## src/rtl/decode_stage_ctrl.sv

```systemverilog
// decode_stage_ctrl
//   Registered RV32IM main-decode stage with a 2-entry (main + skid) buffer.
//   Instructions are decoded combinationally on in_instr and the decoded
//   result is captured with the instruction on accept.
// Ports:
//   clk, rst_n                    clock (rising edge), async active-low reset
//   flush                         drop every buffered entry this edge
//   in_valid/in_ready             input handshake (in_ready is a register)
//   in_instr, in_pc               fetched instruction and its PC
//   out_valid/out_ready           output handshake
//   out_instr, out_pc             instruction and PC of the output entry
//   out_ctrl [18:0]               packed control bundle
//   illegal_instr                 output entry is an illegal encoding
//   decoded_count, illegal_count  wrapping handshake / illegal counters
module decode_stage_ctrl #(
  parameter int XLEN     = 32,
  parameter int ENABLE_M = 1,
  parameter int CNT_W    = 16
) (
  input  logic             clk,
  input  logic             rst_n,
  input  logic             flush,
  input  logic             in_valid,
  output logic             in_ready,
  input  logic [31:0]      in_instr,
  input  logic [XLEN-1:0]  in_pc,
  output logic             out_valid,
  input  logic             out_ready,
  output logic [31:0]      out_instr,
  output logic [XLEN-1:0]  out_pc,
  output logic [18:0]      out_ctrl,
  output logic             illegal_instr,
  output logic [CNT_W-1:0] decoded_count,
  output logic [CNT_W-1:0] illegal_count
);

  // out_ctrl bit positions
  localparam int B_REG_WRITE = 0;
  localparam int B_ALU_SRC   = 1;
  localparam int B_MEM_WRITE = 2;
  localparam int B_MEM_READ  = 3;
  localparam int B_MEM_TO_REG = 4;
  localparam int B_BRANCH    = 5;
  localparam int B_JAL       = 6;
  localparam int B_JALR      = 7;
  localparam int B_LUI       = 8;
  localparam int B_AUIPC     = 9;
  localparam int B_MEM_UNS   = 10;
  localparam int B_MD_VALID  = 15;

  localparam logic [6:0] OPC_OP     = 7'b0110011;
  localparam logic [6:0] OPC_OP_IMM = 7'b0010011;
  localparam logic [6:0] OPC_LOAD   = 7'b0000011;
  localparam logic [6:0] OPC_STORE  = 7'b0100011;
  localparam logic [6:0] OPC_BRANCH = 7'b1100011;
  localparam logic [6:0] OPC_LUI    = 7'b0110111;
  localparam logic [6:0] OPC_AUIPC  = 7'b0010111;
  localparam logic [6:0] OPC_JAL    = 7'b1101111;
  localparam logic [6:0] OPC_JALR   = 7'b1100111;

  localparam logic [6:0] F7_BASE = 7'b0000000;
  localparam logic [6:0] F7_ALT  = 7'b0100000;
  localparam logic [6:0] F7_MD   = 7'b0000001;

  logic [6:0]  opcode;
  logic [2:0]  funct3;
  logic [6:0]  funct7;
  logic [4:0]  rd;
  logic [18:0] dec_ctrl;
  logic        dec_illegal;

  assign opcode = in_instr[6:0];
  assign rd     = in_instr[11:7];
  assign funct3 = in_instr[14:12];
  assign funct7 = in_instr[31:25];

  // ---------------------------------------------------------------------
  // Combinational decode of the incoming instruction
  // ---------------------------------------------------------------------
  always_comb begin
    dec_ctrl    = '0;
    dec_illegal = 1'b0;
    case (opcode)
      OPC_OP: begin
        dec_ctrl[B_REG_WRITE] = 1'b1;
        dec_ctrl[12:11]       = 2'b10;
        if (funct7 == F7_BASE) begin
          dec_illegal = 1'b0;
        end else if (funct7 == F7_ALT) begin
          // only SUB and SRA use the alternate funct7
          dec_illegal = !(funct3 == 3'b000 || funct3 == 3'b101);
        end else if (funct7 == F7_MD && ENABLE_M != 0) begin
          dec_ctrl[B_MD_VALID] = 1'b1;
          dec_ctrl[18:16]      = funct3;
        end else begin
          dec_illegal = 1'b1;
        end
      end
      OPC_OP_IMM: begin
        dec_ctrl[B_REG_WRITE] = 1'b1;
        dec_ctrl[B_ALU_SRC]   = 1'b1;
        dec_ctrl[12:11]       = 2'b10;
        // shift-immediates reuse funct7 as an encoding field
        if (funct3 == 3'b001 && funct7 != F7_BASE)
          dec_illegal = 1'b1;
        if (funct3 == 3'b101 && funct7 != F7_BASE && funct7 != F7_ALT)
          dec_illegal = 1'b1;
      end
      OPC_LOAD: begin
        dec_ctrl[B_REG_WRITE]  = 1'b1;
        dec_ctrl[B_ALU_SRC]    = 1'b1;
        dec_ctrl[B_MEM_READ]   = 1'b1;
        dec_ctrl[B_MEM_TO_REG] = 1'b1;
        case (funct3)
          3'b000:  dec_ctrl[14:13] = 2'b10;
          3'b001:  dec_ctrl[14:13] = 2'b01;
          3'b010:  dec_ctrl[14:13] = 2'b00;
          3'b100: begin
            dec_ctrl[14:13]    = 2'b10;
            dec_ctrl[B_MEM_UNS] = 1'b1;
          end
          3'b101: begin
            dec_ctrl[14:13]    = 2'b01;
            dec_ctrl[B_MEM_UNS] = 1'b1;
          end
          default: dec_illegal = 1'b1;
        endcase
      end
      OPC_STORE: begin
        dec_ctrl[B_ALU_SRC]   = 1'b1;
        dec_ctrl[B_MEM_WRITE] = 1'b1;
        case (funct3)
          3'b000:  dec_ctrl[14:13] = 2'b10;
          3'b001:  dec_ctrl[14:13] = 2'b01;
          3'b010:  dec_ctrl[14:13] = 2'b00;
          default: dec_illegal = 1'b1;
        endcase
      end
      OPC_BRANCH: begin
        dec_ctrl[B_BRANCH] = 1'b1;
        dec_ctrl[12:11]    = 2'b01;
        if (funct3 == 3'b010 || funct3 == 3'b011)
          dec_illegal = 1'b1;
      end
      OPC_LUI: begin
        dec_ctrl[B_LUI]       = 1'b1;
        dec_ctrl[B_REG_WRITE] = 1'b1;
      end
      OPC_AUIPC: begin
        dec_ctrl[B_AUIPC]     = 1'b1;
        dec_ctrl[B_REG_WRITE] = 1'b1;
      end
      OPC_JAL: begin
        dec_ctrl[B_JAL]       = 1'b1;
        dec_ctrl[B_REG_WRITE] = 1'b1;
      end
      OPC_JALR: begin
        dec_ctrl[B_JALR]      = 1'b1;
        dec_ctrl[B_REG_WRITE] = 1'b1;
        dec_ctrl[B_ALU_SRC]   = 1'b1;
        if (funct3 != 3'b000)
          dec_illegal = 1'b1;
      end
      default: dec_illegal = 1'b1;
    endcase
    // writes to x0 are architecturally discarded
    if (rd == 5'd0)
      dec_ctrl[B_REG_WRITE] = 1'b0;
    // illegal entries carry no control so nothing downstream acts on them
    if (dec_illegal)
      dec_ctrl = '0;
  end

  // ---------------------------------------------------------------------
  // Main + skid storage
  // ---------------------------------------------------------------------
  logic             main_valid_reg, skid_valid_reg;
  logic [31:0]      main_instr_reg, skid_instr_reg;
  logic [XLEN-1:0]  main_pc_reg,    skid_pc_reg;
  logic [18:0]      main_ctrl_reg,  skid_ctrl_reg;
  logic             main_ill_reg,   skid_ill_reg;
  logic [CNT_W-1:0] dec_cnt_reg,    ill_cnt_reg;

  logic accept;
  logic fire;
  logic main_free;

  assign accept    = in_valid && !skid_valid_reg && !flush;
  assign fire      = main_valid_reg && out_ready && !flush;
  assign main_free = !main_valid_reg || out_ready;

  always_ff @(posedge clk or negedge rst_n) begin
    if (!rst_n) begin
      main_valid_reg <= 1'b0;
      skid_valid_reg <= 1'b0;
      main_instr_reg <= '0;
      main_pc_reg    <= '0;
      main_ctrl_reg  <= '0;
      main_ill_reg   <= 1'b0;
      skid_instr_reg <= '0;
      skid_pc_reg    <= '0;
      skid_ctrl_reg  <= '0;
      skid_ill_reg   <= 1'b0;
    end else if (flush) begin
      main_valid_reg <= 1'b0;
      skid_valid_reg <= 1'b0;
    end else if (main_free) begin
      if (skid_valid_reg) begin
        // skid refills main; a same-edge accept takes the freed skid slot
        main_valid_reg <= 1'b1;
        main_instr_reg <= skid_instr_reg;
        main_pc_reg    <= skid_pc_reg;
        main_ctrl_reg  <= skid_ctrl_reg;
        main_ill_reg   <= skid_ill_reg;
        skid_valid_reg <= accept;
        if (accept) begin
          skid_instr_reg <= in_instr;
          skid_pc_reg    <= in_pc;
          skid_ctrl_reg  <= dec_ctrl;
          skid_ill_reg   <= dec_illegal;
        end
      end else begin
        main_valid_reg <= accept;
        if (accept) begin
          main_instr_reg <= in_instr;
          main_pc_reg    <= in_pc;
          main_ctrl_reg  <= dec_ctrl;
          main_ill_reg   <= dec_illegal;
        end
      end
    end else if (accept) begin
      // main is stalled: park the new entry in skid
      skid_valid_reg <= 1'b1;
      skid_instr_reg <= in_instr;
      skid_pc_reg    <= in_pc;
      skid_ctrl_reg  <= dec_ctrl;
      skid_ill_reg   <= dec_illegal;
    end
  end

  always_ff @(posedge clk or negedge rst_n) begin
    if (!rst_n) begin
      dec_cnt_reg <= '0;
      ill_cnt_reg <= '0;
    end else if (fire) begin
      dec_cnt_reg <= dec_cnt_reg + CNT_W'(1);
      if (main_ill_reg)
        ill_cnt_reg <= ill_cnt_reg + CNT_W'(1);
    end
  end

  assign in_ready      = !skid_valid_reg;
  assign out_valid     = main_valid_reg;
  assign out_instr     = main_instr_reg;
  assign out_pc        = main_pc_reg;
  assign out_ctrl      = main_ctrl_reg;
  assign illegal_instr = main_ill_reg;
  assign decoded_count = dec_cnt_reg;
  assign illegal_count = ill_cnt_reg;

endmodule

```

## config.mk

```make
export PLATFORM = sky130hd
export DESIGN_NAME = decode_stage_ctrl
export DESIGN_NICKNAME = d
export VERILOG_FILES = /design/src/rtl/decode_stage_ctrl.sv
export SDC_FILE = /design/constraint.sdc
export NUM_CORES = 1
export LEC_CHECK = 0
export BUFFER_PORTS_ARGS = -buffer_cell sky130_fd_sc_hd__buf_2
export CORE_ASPECT_RATIO = 1.25
export CORE_UTILIZATION = 45
export CTS_CLUSTER_DIAMETER = 60
export DETAILED_ROUTE_END_ITERATION = 7
export GPL_TIMING_DRIVEN = 0
export PLACE_DENSITY = 0.68
export SLEW_MARGIN = 20
export SYNTH_ARGS = -nofsm -noshare
export SYNTH_HDL_FRONTEND = slang
export SYNTH_SLANG_ARGS = --single-unit
```

## constraint.sdc

```tcl
create_clock -name clk -period 3.2 [get_ports clk]
set_input_delay 0 -clock clk [delete_from_list [all_inputs] [get_ports clk]]
set_output_delay 0 -clock clk [all_outputs]
set_load 0.05 [all_outputs]
```

# Yosys cells after proc, flatten, opt, wreduce, memory -nomap -nowiden
# Index checks and enable logic that the tools add are counted.
# classes
add_sub_neg	2
n_eq_ne	18
mux	58
n_bitwise	1
reduce_logical	34
# op_table
cell	n
2-to-1 mux 32 bit	10
2-to-1 mux 19 bit	6
adder 16 x 1 -> 16 bit, second input constant	2
2-to-1 mux 1 bit	32
== test 7 x 6 -> 1 bit, second input constant	4
== test 7 bit, second input constant	3
2-to-1 mux 4 bit	4
one-hot mux 2 bit (2 select lines)	4
== test 7 x 5 -> 1 bit, second input constant	2
OR reduction 2 bit	4
== test 7 x 1 -> 1 bit, second input constant	1
== test 7 x 2 -> 1 bit, second input constant	1
logical AND 1 bit	7
zero test 7 bit	1
!= test 7 x 6 -> 1 bit, second input constant	1
one-hot mux 1 bit (7 select lines)	1
nonzero test 7 bit	1
OR reduction 7 bit	1
== test 3 x 2 -> 1 bit, second input constant	2
== test 3 bit, second input constant	2
nonzero test 3 bit	2
OR reduction 3 bit	2
zero test 5 bit	1
OR reduction 5 bit	1
11 further kinds	18
# totals
regBits	202
word_cells	125

# Longest topological paths before layout
# Gate-level depths: netlist of run 1.
# logic_depth
ltp_word	10
depth_mapped	8

# Worst setup path before layout of run 1
# No wires, ideal clock.
# synth_path
path_type	register -> register
from	register main_valid_reg (netlist: out_valid)
to	register main_ctrl_reg[2] (netlist: out_ctrl[2])
setup_ns	0.144
arrival_ns	1.905
required_ns	3.056
setup_slack_ns	1.151
stages_incl_launch_ff	7
path_cell_list	dfrtp_1 > nor2b_1 > or3_1 > buf_2 > buf_1 > a21oi_1 > o41ai_4
# synth_between
elab_chain_cells	3
# synth_rtl
element	line	rtl
start, declared	177	logic main_valid_reg, skid_valid_reg;
start signal, assigned	223	main_valid_reg <= accept;
zero test 1 bit	190	assign main_free = !main_valid_reg || out_ready;
logical OR 1 bit	190	
AND reduction 3 bit (no source line)	n/a	
end signal, assigned	213	main_ctrl_reg <= skid_ctrl_reg;
end signal, assigned	227	main_ctrl_reg <= dec_ctrl;
end, declared	180	logic [18:0] main_ctrl_reg, skid_ctrl_reg;
# Every way passes these cells.
# A chain may end at the register's enable or synchronous reset.

# Worst setup path after layout of run 1
# layout_path
from	register skid_valid_reg
to	register main_instr_reg[13] (netlist: out_instr[13])
# layout_between
elab_chain_cells	5
# layout_rtl
element	line	rtl
start, declared	177	
start signal, assigned	215	skid_valid_reg <= accept;
zero test 1 bit	188	assign accept = in_valid && !skid_valid_reg && !flush;
logical AND 1 bit (2 in series)	188	
nonzero test 2 bit (no source line)	n/a	
AND reduction 3 bit (no source line)	n/a	
end signal, assigned	211	main_instr_reg <= skid_instr_reg;
end signal, assigned	225	main_instr_reg <= in_instr;
end, declared	178	logic [31:0] main_instr_reg, skid_instr_reg;
# Several ways; a longest one is shown, not always the timed one.

==> results.toml, run 1 <==
[synthesis]
synth_cell_types = 56
syn-cell-area_mm2 = 0.00877
yosys_warnings = 0
ys_seq_elements = 198
async_flop_share_pct = 100
synth_top_area_share_pct = 56.5
yosysTopAreaCell = "dfrtp_1"
synth.top_cells.by_area = "dfrtp_1 56%, nand2_1 13%, mux2i_1 7.4%"
synth_edf_count = 0
syn_nets = 963
ys_seq_area_share_pct = 56.5
syn_inst = 892
synth_area_per_cell_um2 = 9.84
ys.flop_type = "dfrtp_1"

[worst_setup_path]
cp.arrival_ps = 2670
path_delay_family = "buffers and inverters"
cp.required_ps = 3540
path_depth = 8
path_buf_inv = 4
r2r-end = "out_instr[13]$_DFFE_PN0P_"
worst_r2r_startpoint = "skid_valid_reg$_DFFE_PN0P_"
cp-start-kind = "flop"
crit_start = "skid_valid_reg$_DFFE_PN0P_"
crit_fanout = 10
critPathSlowestCell = "buf_2"
slowest_delay_ps = 370
path_cells = "buf_2 > nor2_1 > or3_1 > buf_2 > buf_2 > buf_2 > nand2_1 > o21ai_0"
cp_common_cell = "buf_2"
worstSetupPathType = "flop to flop"
worstRegToRegCells = 8
r2r_slack_ps = 870
endpoint_kind = "flop"

[pwr]
power.total_mw = 6.86
ir_drop_uv = 410
power_leakage_nw = 5.55
p_per_area_mw_per_mm2 = 608

[grt]
grt_pass1_vias = 7247
grt_max_degree = 91
grtUsageTotal_pct = 23.7
grt-ovfl-total = 0
grt_pass1_wl_mm = 36.9
antenna_found_initial = 0

[cts]
cts_tree = "done"
htreeDepth = 4
numCtsBuffers = 17
root_buffer = "clkbuf_16"
clock_path_buffers = 2
cts.sinks = 198
cts_setup_buffers = 0
clock_latency_ps = 430
clk_pin_slew_ps = 70

[floorplanning]
core-area_mm2 = 0.0189
die_w_um = 127
rows = 56
start_util_pct = 46.4
ios = 187
dieHeight_um = 158
die_area_mm2 = 0.0201

[run]
max_cap_violations = 0

[place]
dpl.cell_count = 1308
gp_routability_congestion = 0.843
portBuffers = 182
hpwl_mm = 15.9
dpl-instance-area_mm2 = 0.0100

[routing]
wl_per_cell_um = 16.2
finalWirelength_mm = 22.7
drc = 0
drtAntennaViolNets = 0
drtIter0Drc = 396
drt_first_pass_iters = 5
vias = 7252
viasPerCell = 5.17

[timing]
timing_hold_violations_final = 0
holdWs_ps = 34.4
final_max_slew_viol_count = 0
finalWorstPathRequiredPeriod_ps = 2330
tns_ps = 0
setup_violations = 0
max_slew_margin_pct = 44.2
period_share_pct = 72.8
tightestPinTransition_ps = 836
rsz0062_at_grt = "false"
fmax_ghz = 0.429
skew_ps = 8.70

[final_layout]
diodes = 0
layout-drive-gt1-share_pct = 21.2
nFillCells = 1664
final_area_mm2 = 0.0113
finalNetCount = 1231
area_growth_pct = 28.4
fin_cells = 1403

[hold_path]
worst_hold_path_type = "input pin to async pin"

[outcome]
outcome = "completed"
-- cells in the mapped netlist (5+ instances only) --
| master | instances |
|---|---|
| nand2_1 | 296 |
| dfrtp_1 | 198 |
| o21ai_0 | 76 |
| mux2i_1 | 65 |
| clkbuf_1 | 36 |
| nor2_1 | 21 |
| xnor2_1 | 20 |
| nand3_1 | 19 |
| and3_1 | 14 |
| buf_2 | 14 |
| xor2_1 | 12 |
| a21oi_1 | 10 |
| nand4_1 | 9 |
| o31ai_1 | 7 |
| a31oi_1 | 6 |
| buf_1 | 6 |
| nor3_1 | 6 |
| inv_1 | 5 |
| nor2b_1 | 5 |
-- report_power, final --
| part | leakage [nW] | internal (mW) | switching [mW] | total [mW] |
|---|---|---|---|---|
| Clock | 0.271 | 1.19 | 0.940 | 2.13 |
| Sequential | 2.55 | 2.88 | 0.231 | 3.11 |
| Combinational | 2.73 | 0.445 | 1.17 | 1.61 |
-- layout by cell type, fill, tap and decap left out, types with 12 or more instances in the layout --
master / instances
and3_1: 14
buf_2: 195
clkbuf_1: 37
clkbuf_16: 17
dfrtp_1: 198
dlygate4sd3_1: 65
mux2i_1: 65
nand2_1: 296
nand3_1: 19
nor2_1: 21
o21ai_0: 76
xnor2_1: 20
xor2_1: 12
-- per-stage QoR --
step / worst slack, ps / utilization (%)
floorplan: 1150 / -
global placement: -1280 / 52.7
detailed placement: 902 / 53.1
CTS: 861 / 59.6
global route: 712 / 59.6
finish: 870 / 59.6
-- what timing repair did --
item | CTS | global route
hold buffers | 65 | 0
resized for setup | 0 | 0
hold endpoints to repair | 326 | 0
-- cells by family (layout without fill, tap and decap cells) --
group                      Yosys count  in the layout  share of synthesized area [%]
AOI/OAI and AO/OA                  122            122                           8.64
xor gates and xnor gates            32             32                           3.19
adders and majority gates            3              3                          0.399
buffers and inverters               67            346                           3.38
DFF                                198            198                           56.5
muxes                               69             69                           7.93
and+or+nand+nor                    401            401                           20.0
-- layer usage --
layer	vias to the layer above	track usage (%)	part of all wire, %
met5	-	0	0
met4	0	8.22	2.5
met3	35	5.37	4.7
met2	216	40.8	49
met1	3484	29.2	43
li1	3517	-	-
-- how the worst max path moves through the flow --
stage / to
floorplan: out_ctrl[2]$_DFFE_PN0P_
global placement: skid_pc_reg[6]$_DFFE_PN0P_
detailed placement: out_instr[21]$_DFFE_PN0P_
CTS: out_instr[13]$_DFFE_PN0P_
global route: out_instr[21]$_DFFE_PN0P_
finish: out_instr[13]$_DFFE_PN0P_
-- area by class of cell --
type                    instances  area [um2]  share of cell area [%]
flip-flops and latches        198        4950                    44.0
clock buffers                  20         457                    4.05
clock inverters                10         121                    1.08
repair buffers                249        1630                    14.4
inverters                       5        18.8                   0.167
multi-input cells             627        3520                    31.3
well taps                     232         290                    2.58
plain buffers                  62         278                    2.47
Note: power is estimated with default switching activity, not from simulation.
==> inputs of run 2 (changes only) <==
PLACE_DENSITY = 0.7   (was 0.68)
clock period = 1.9 ns   (was 3.2 ns; I/O delays follow)
==> run 2 against run 1 <==
Net effect:
- sequential cell count unchanged
- register-to-register slack got worse by 830 ps
- worst setup slack got worse by 830 ps
- cell area increased by 1.7%
- sequential share of layout area decreased by 0.72 points
- cell count about the same
- fmax increased by 25%
- critical path depth decreased by 3
- via count unchanged
- combinational power increased by 71%
- power increased by 70%
- global-route usage decreased by 0.074 points
- critical path type unchanged
- critical endpoint is now out_ctrl[1]$_DFFE_PN0P_
- largest power group unchanged
- highest routed layer is now met5
==> results.toml, run 2 (same netlist as run 1, synthesis figures left out) <==
[outcome]
outcome = "completed"

[pwr]
ir_drop_uv = 563
p_per_area_mw_per_mm2 = 1020
pwr-share-clk_pct = 31.4
p_seq_share_pct = 45.0
internal_power_mw = 7.73
power.switching_mw = 3.93
power_leakage_nw = 5.68
netSwitchingFraction_pct = 33.7
combPwrFrac_pct = 23.6

[final_layout]
final_util_pct = 60.6
area_growth_pct = 30.6
final_area_mm2 = 0.0115
diodes = 0
layout-drive-gt1-share_pct = 24.1
final_cell_mix = "296 x nand2_1, 197 x dfrtp_1, 191 x buf_2, 76 x o21ai_0"
final_common_cell = "nand2_1"
finalNetCount = 1232

[worst_setup_path]
endpoint_kind = "flop"
worstRegToRegCells = 5
path_delay_family = "simple AND/OR/NAND/NOR gates"
r2r_slack_ps = 40
path_cells = "nor2b_2 > or3_4 > buf_6 > buf_6 > o41ai_1"
path_buf_inv = 2
crit_fanout = 10
cp.required_ps = 2210
cp-start-kind = "flop"
worst_r2r_startpoint = "out_valid$_DFFE_PN0P_"
worstSetupPathType = "flop to flop"
cp_common_cell = "buf_6"
r2r-end = "out_ctrl[1]$_DFFE_PN0P_"
cp.arrival_ps = 2170
slowest_delay_ps = 430
critPathSlowestCell = "dfrtp_2"

[timing]
fmax_ghz = 0.537
rsz0062_at_grt = "true"
tightestPinTransition_ps = 787
skew_ps = 11.2
finalWorstPathRequiredPeriod_ps = 1860
final_max_slew_viol_count = 0
setup_ws_ps = 38.2
max_slew_margin_pct = 47.6
setup_violations = 0
period_share_pct = 98.0
timing_hold_violations_final = 0
holdWs_ps = 46.0

[routing]
viasPerCell = 5.17
drtIter0Drc = 348
drc = 0
drt_first_pass_iters = 4
wl_per_cell_um = 16.4
finalWirelength_mm = 23.0
vias = 7252
drtAntennaViolNets = 0

[grt]
antenna_found_initial = 1
grt-busiest-layer = "met2"
grt_max_degree = 88
grt-ovfl-total = 0
grt_pass1_wl_mm = 36.7
grt_pass1_vias = 7076
grtUsageTotal_pct = 23.6
grt_util_met1_pct = 29.7
use_met3_pct = 5.10
grt_util_met2_pct = 40.8

[place]
dpl-instance-area_mm2 = 0.0100
portBuffers = 182
place_ws_ps = -419
gp_routability_congestion = 0.888
hpwl_mm = 16.0

[cts]
htreeDepth = 4
clk_pin_slew_ps = 60
root_buffer = "clkbuf_16"
cts.sinks = 198
clock_latency_ps = 430
numCtsBuffers = 17
clock_path_buffers = 2
cts_tree = "done"

[hold_path]
worst_hold_path_type = "input pin to flop"
min_path_cells = 4
min_from = "in_instr[13]"
whs_endpoint = "skid_instr_reg[13]$_DFFE_PN0P_"

[floorplanning]
ios = 187
dieHeight_um = 158
start_util_pct = 46.4
die_area_mm2 = 0.0201
rows = 56
core-area_mm2 = 0.0189
die_w_um = 127

[run]
max_cap_violations = 0
[run 2: changes by cell type in the layout (fill, tap and decap cells not counted), moves of 4 or more]
| cell | change |
|---|---|
| a21oi_1 | -4 |
| buf_1 | -5 |
| buf_2 | -4 |
| buf_4 | +6 |
| clkbuf_1 | -15 |
| clkbuf_2 | +15 |
[run 2: layout make-up]
class,instances,area (um2)
clock inverter,6,92.6
multi-input combinational,627,3600
inverter,5,18.8
sequential,198,4960
fill,1633,7460
timing repair buffer,251,1660
tap,232,290
clock buffer,24,502
buffer,61,338
[run 2: power groups by stage]
| stage | combinational, mW | sequential [mW] | clock [mW] |
|---|---|---|---|
| after floorplan | 0.718 | 6.40 | 0 |
| after global placement | 2.56 | 5.29 | 0 |
| after detailed placement | 2.63 | 5.32 | 0 |
| after CTS | 2.76 | 5.25 | 3.72 |
| after global routing | 2.98 | 5.33 | 3.88 |
| final | 2.75 | 5.25 | 3.66 |
[run 2: what timing repair did]
| item | CTS | global route |
|---|---|---|
| buffers inserted | 0 | 2 |
| gates resized for setup | 22 | 36 |
| hold buffers | 66 | 0 |
| setup endpoints to repair | 142 | 143 |
| pin swaps | 0 | 5 |
| endpoints found under the hold margin | 240 | 0 |
| cloned | 0 | 0 |
[run 2: layer usage]
layer  up-vias  wire, um
met5         -        13
met4         2       411
met3        30      1250
met2       204     11600
met1      3496      9760
li1       3520         -
[run 2: worst max-delay path by stage]
stage	from	endpoint	slack, ps	depth (start not counted)
after floorplan	out_valid$_DFFE_PN0P_	out_ctrl[2]$_DFFE_PN0P_	2	6
after global placement	rst_n	out_valid$_DFFE_PN0P_	-2960	1
after detailed placement	skid_valid_reg$_DFFE_PN0P_	out_instr[24]$_DFFE_PN0P_	-420	8
after CTS	out_valid$_DFFE_PN0P_	out_ctrl[18]$_DFFE_PN0P_	1	6
after global routing	in_instr[28]	out_ctrl[4]$_DFFE_PN0P_	-20	8
final	out_valid$_DFFE_PN0P_	out_ctrl[1]$_DFFE_PN0P_	40	5
[run 2: tightest hold or removal path, delay by kind of cell]
kind / cells / cell delay (ps)
buffers and inverters: 2 / 310
and+or+nand+nor: 2 / 120
[run 2: through the flow]
| step | setup TNS [ps] | total power [mW] | instances |
|---|---|---|---|
| after floorplan | 0 | 7.12 | 892 |
| after global placement | -540430 | 7.85 | 1306 |
| after detailed placement | -32120 | 7.95 | 1308 |
| after CTS | 0 | 11.7 | 1403 |
| after global routing | -61.2 | 12.2 | 1404 |
| final | 0 | 11.7 | 1404 |
==> inputs of run 3 (changes only) <==
HOLD_SLACK_MARGIN = 0.12   (was unset)
PLACE_DENSITY = 0.68   (was 0.7)
clock period = 2.11 ns   (was 1.9 ns; I/O delays follow)
==> run 3 against run 2 <==
Net effect:
- register-to-register slack improved by 110 ps
- critical path depth is the same
- sequential share of layout area is 0.38 points higher
- sequential cell count unchanged
- cell area is 0.90% lower
- hold slack improved by 260 ps
- die area is the same
- largest cell class unchanged
==> results.toml, run 3 (same netlist as run 1, synthesis figures left out) <==
[cts]
cts_tree = "done"
numCtsBuffers = 17
clock_latency_ps = 430
cts_setup_buffers = 0
cts.sinks = 198
clk_pin_slew_ps = 70
root_buffer = "clkbuf_16"
htreeDepth = 4
clock_path_buffers = 2

[worst_setup_path]
crit_fanout = 10
r2r_slack_ps = 150
worst_r2r_startpoint = "skid_valid_reg$_DFFE_PN0P_"
cp.arrival_ps = 2250
cp_common_cell = "buf_2"
cp.required_ps = 2400
worstSetupPathType = "flop to flop"
r2r-end = "out_instr[4]$_DFFE_PN0P_"
worstRegToRegCells = 5
cp-start-kind = "flop"
slowest_delay_ps = 610
path_cells = "buf_2 > buf_2 > clkbuf_1 > mux2i_1 > o21ai_0"
endpoint_kind = "flop"
path_delay_family = "buffers and inverters"
path_buf_inv = 3
critPathSlowestCell = "clkbuf_1"

[routing]
viasPerCell = 5.17
drtIter0Drc = 399
drc = 0
finalWirelength_mm = 22.8
drt_first_pass_iters = 6
drtAntennaViolNets = 0
wl_per_cell_um = 16.2
vias = 7277

[final_layout]
area_growth_pct = 29.4
diodes = 0
multi_input_area_mm2 = 0.00353
final_cell_mix = "296 x nand2_1, 198 x dfrtp_1, 194 x buf_2, 76 x o21ai_0, 70 x dlygate4sd3_1"
final_util_pct = 60.0
regArea_mm2 = 0.00495
final_common_cell = "nand2_1"
nFillCells = 1659
layout-drive-gt1-share_pct = 21.9
finalNetCount = 1236

[timing]
skew_ps = 9.38
rsz0062_at_grt = "false"
finalWorstPathRequiredPeriod_ps = 1960
setup_ws_ps = 150
period_share_pct = 92.9
timing_hold_violations_final = 0
tightestPinTransition_ps = 789
setup_violations = 0
max_slew_margin_pct = 47.4
tns_ps = 0
fmax_ghz = 0.510
holdWs_ps = 301
final_max_slew_viol_count = 0

[place]
place_ws_ps = -188
portBuffers = 182
gp_routability_congestion = 0.843
hpwl_mm = 15.9

[floorplanning]
ios = 187
die_w_um = 127
die_area_mm2 = 0.0201
rows = 56
core-area_mm2 = 0.0189
start_util_pct = 46.4
dieHeight_um = 158

[hold_path]
min_from = "in_instr[22]"
whs_endpoint = "skid_instr_reg[22]$_DFFE_PN0P_"
min_path_cells = 4
worst_hold_path_type = "input pin to flop"

[pwr]
ir_drop_uv = 648
power.total_mw = 10.4
power_leakage_nw = 5.61
p_per_area_mw_per_mm2 = 917

[grt]
grt_pass1_wl_mm = 37.0
grt_pass1_vias = 7278
antenna_found_initial = 0
grtUsageTotal_pct = 23.7
grt_max_degree = 91
grt-ovfl-total = 0

[run]
max_cap_violations = 0

[outcome]
outcome = "completed"
-- run 3: changes by cell type in the layout (fill, tap and decap cells not counted), sizes merged --
cell	delta
dlygate4sd3	+5
buf	-3
inv	+3
clkbuf	-2
clkinvlp	+2
clkinv	-1
-- run 3: worst max path at each step --
stage | from | endpoint | depth (start not counted)
floorplan | out_valid$_DFFE_PN0P_ | out_ctrl[2]$_DFFE_PN0P_ | 6
global placement | rst_n | skid_pc_reg[6]$_DFFE_PN0P_ | 1
detailed placement | out_valid$_DFFE_PN0P_ | out_instr[21]$_DFFE_PN0P_ | 7
CTS | out_valid$_DFFE_PN0P_ | out_ctrl[2]$_DFFE_PN0P_ | 6
global route | skid_valid_reg$_DFFE_PN0P_ | out_instr[4]$_DFFE_PN0P_ | 5
finish | skid_valid_reg$_DFFE_PN0P_ | out_instr[4]$_DFFE_PN0P_ | 5
-- run 3: what timing repair did --
| item | in CTS | in global routing |
|---|---|---|
| gates resized for setup | 4 | 15 |
| hold buffers | 71 | 0 |
| hold endpoints to repair | 340 | 0 |
| endpoints found under the setup margin | 70 | 116 |
-- run 3: per-layer routing --
| metal | share of wire [%] | track usage, % |
|---|---|---|
| met1 | 43 | 29.3 |
| met2 | 50 | 41.3 |
| met3 | 4.9 | 5.44 |
| met4 | 1.7 | 7.60 |
| met5 | 0 | 0 |
-- run 3: where the power goes --
group | total [mW] | internal [mW] | switching [mW]
sequential | 4.72 | 4.37 | 0.349
combinational | 2.47 | 0.687 | 1.78
clock | 3.22 | 1.81 | 1.42
total | 10.4 | 6.86 | 3.55
-- run 3: cell type report --
cell class / count / area share (%)
plain buffers: 61 / 2.53
clock buffers: 20 / 4.02
clock inverters: 10 / 1.07
inverters: 5 / 0.165
multi-input cells: 627 / 31.1
flip-flops and latches: 198 / 43.6
well taps: 232 / 2.56
repair buffers: 255 / 14.9
-- run 3: worst register-to-register path, stage by stage, from the launching register on --
cell      delay [ps]
dfrtp_1          330
buf_2            200
buf_2            300
clkbuf_1         610
mux2i_1          280
o21ai_0          100
-- run 3: through the flow --
stage               instances  instance area (um2)
finish                   1408                11400
global route             1408                11400
CTS                      1409                11300
detailed placement       1308                10000
global placement         1306                 9970
floorplan                 892                 8770
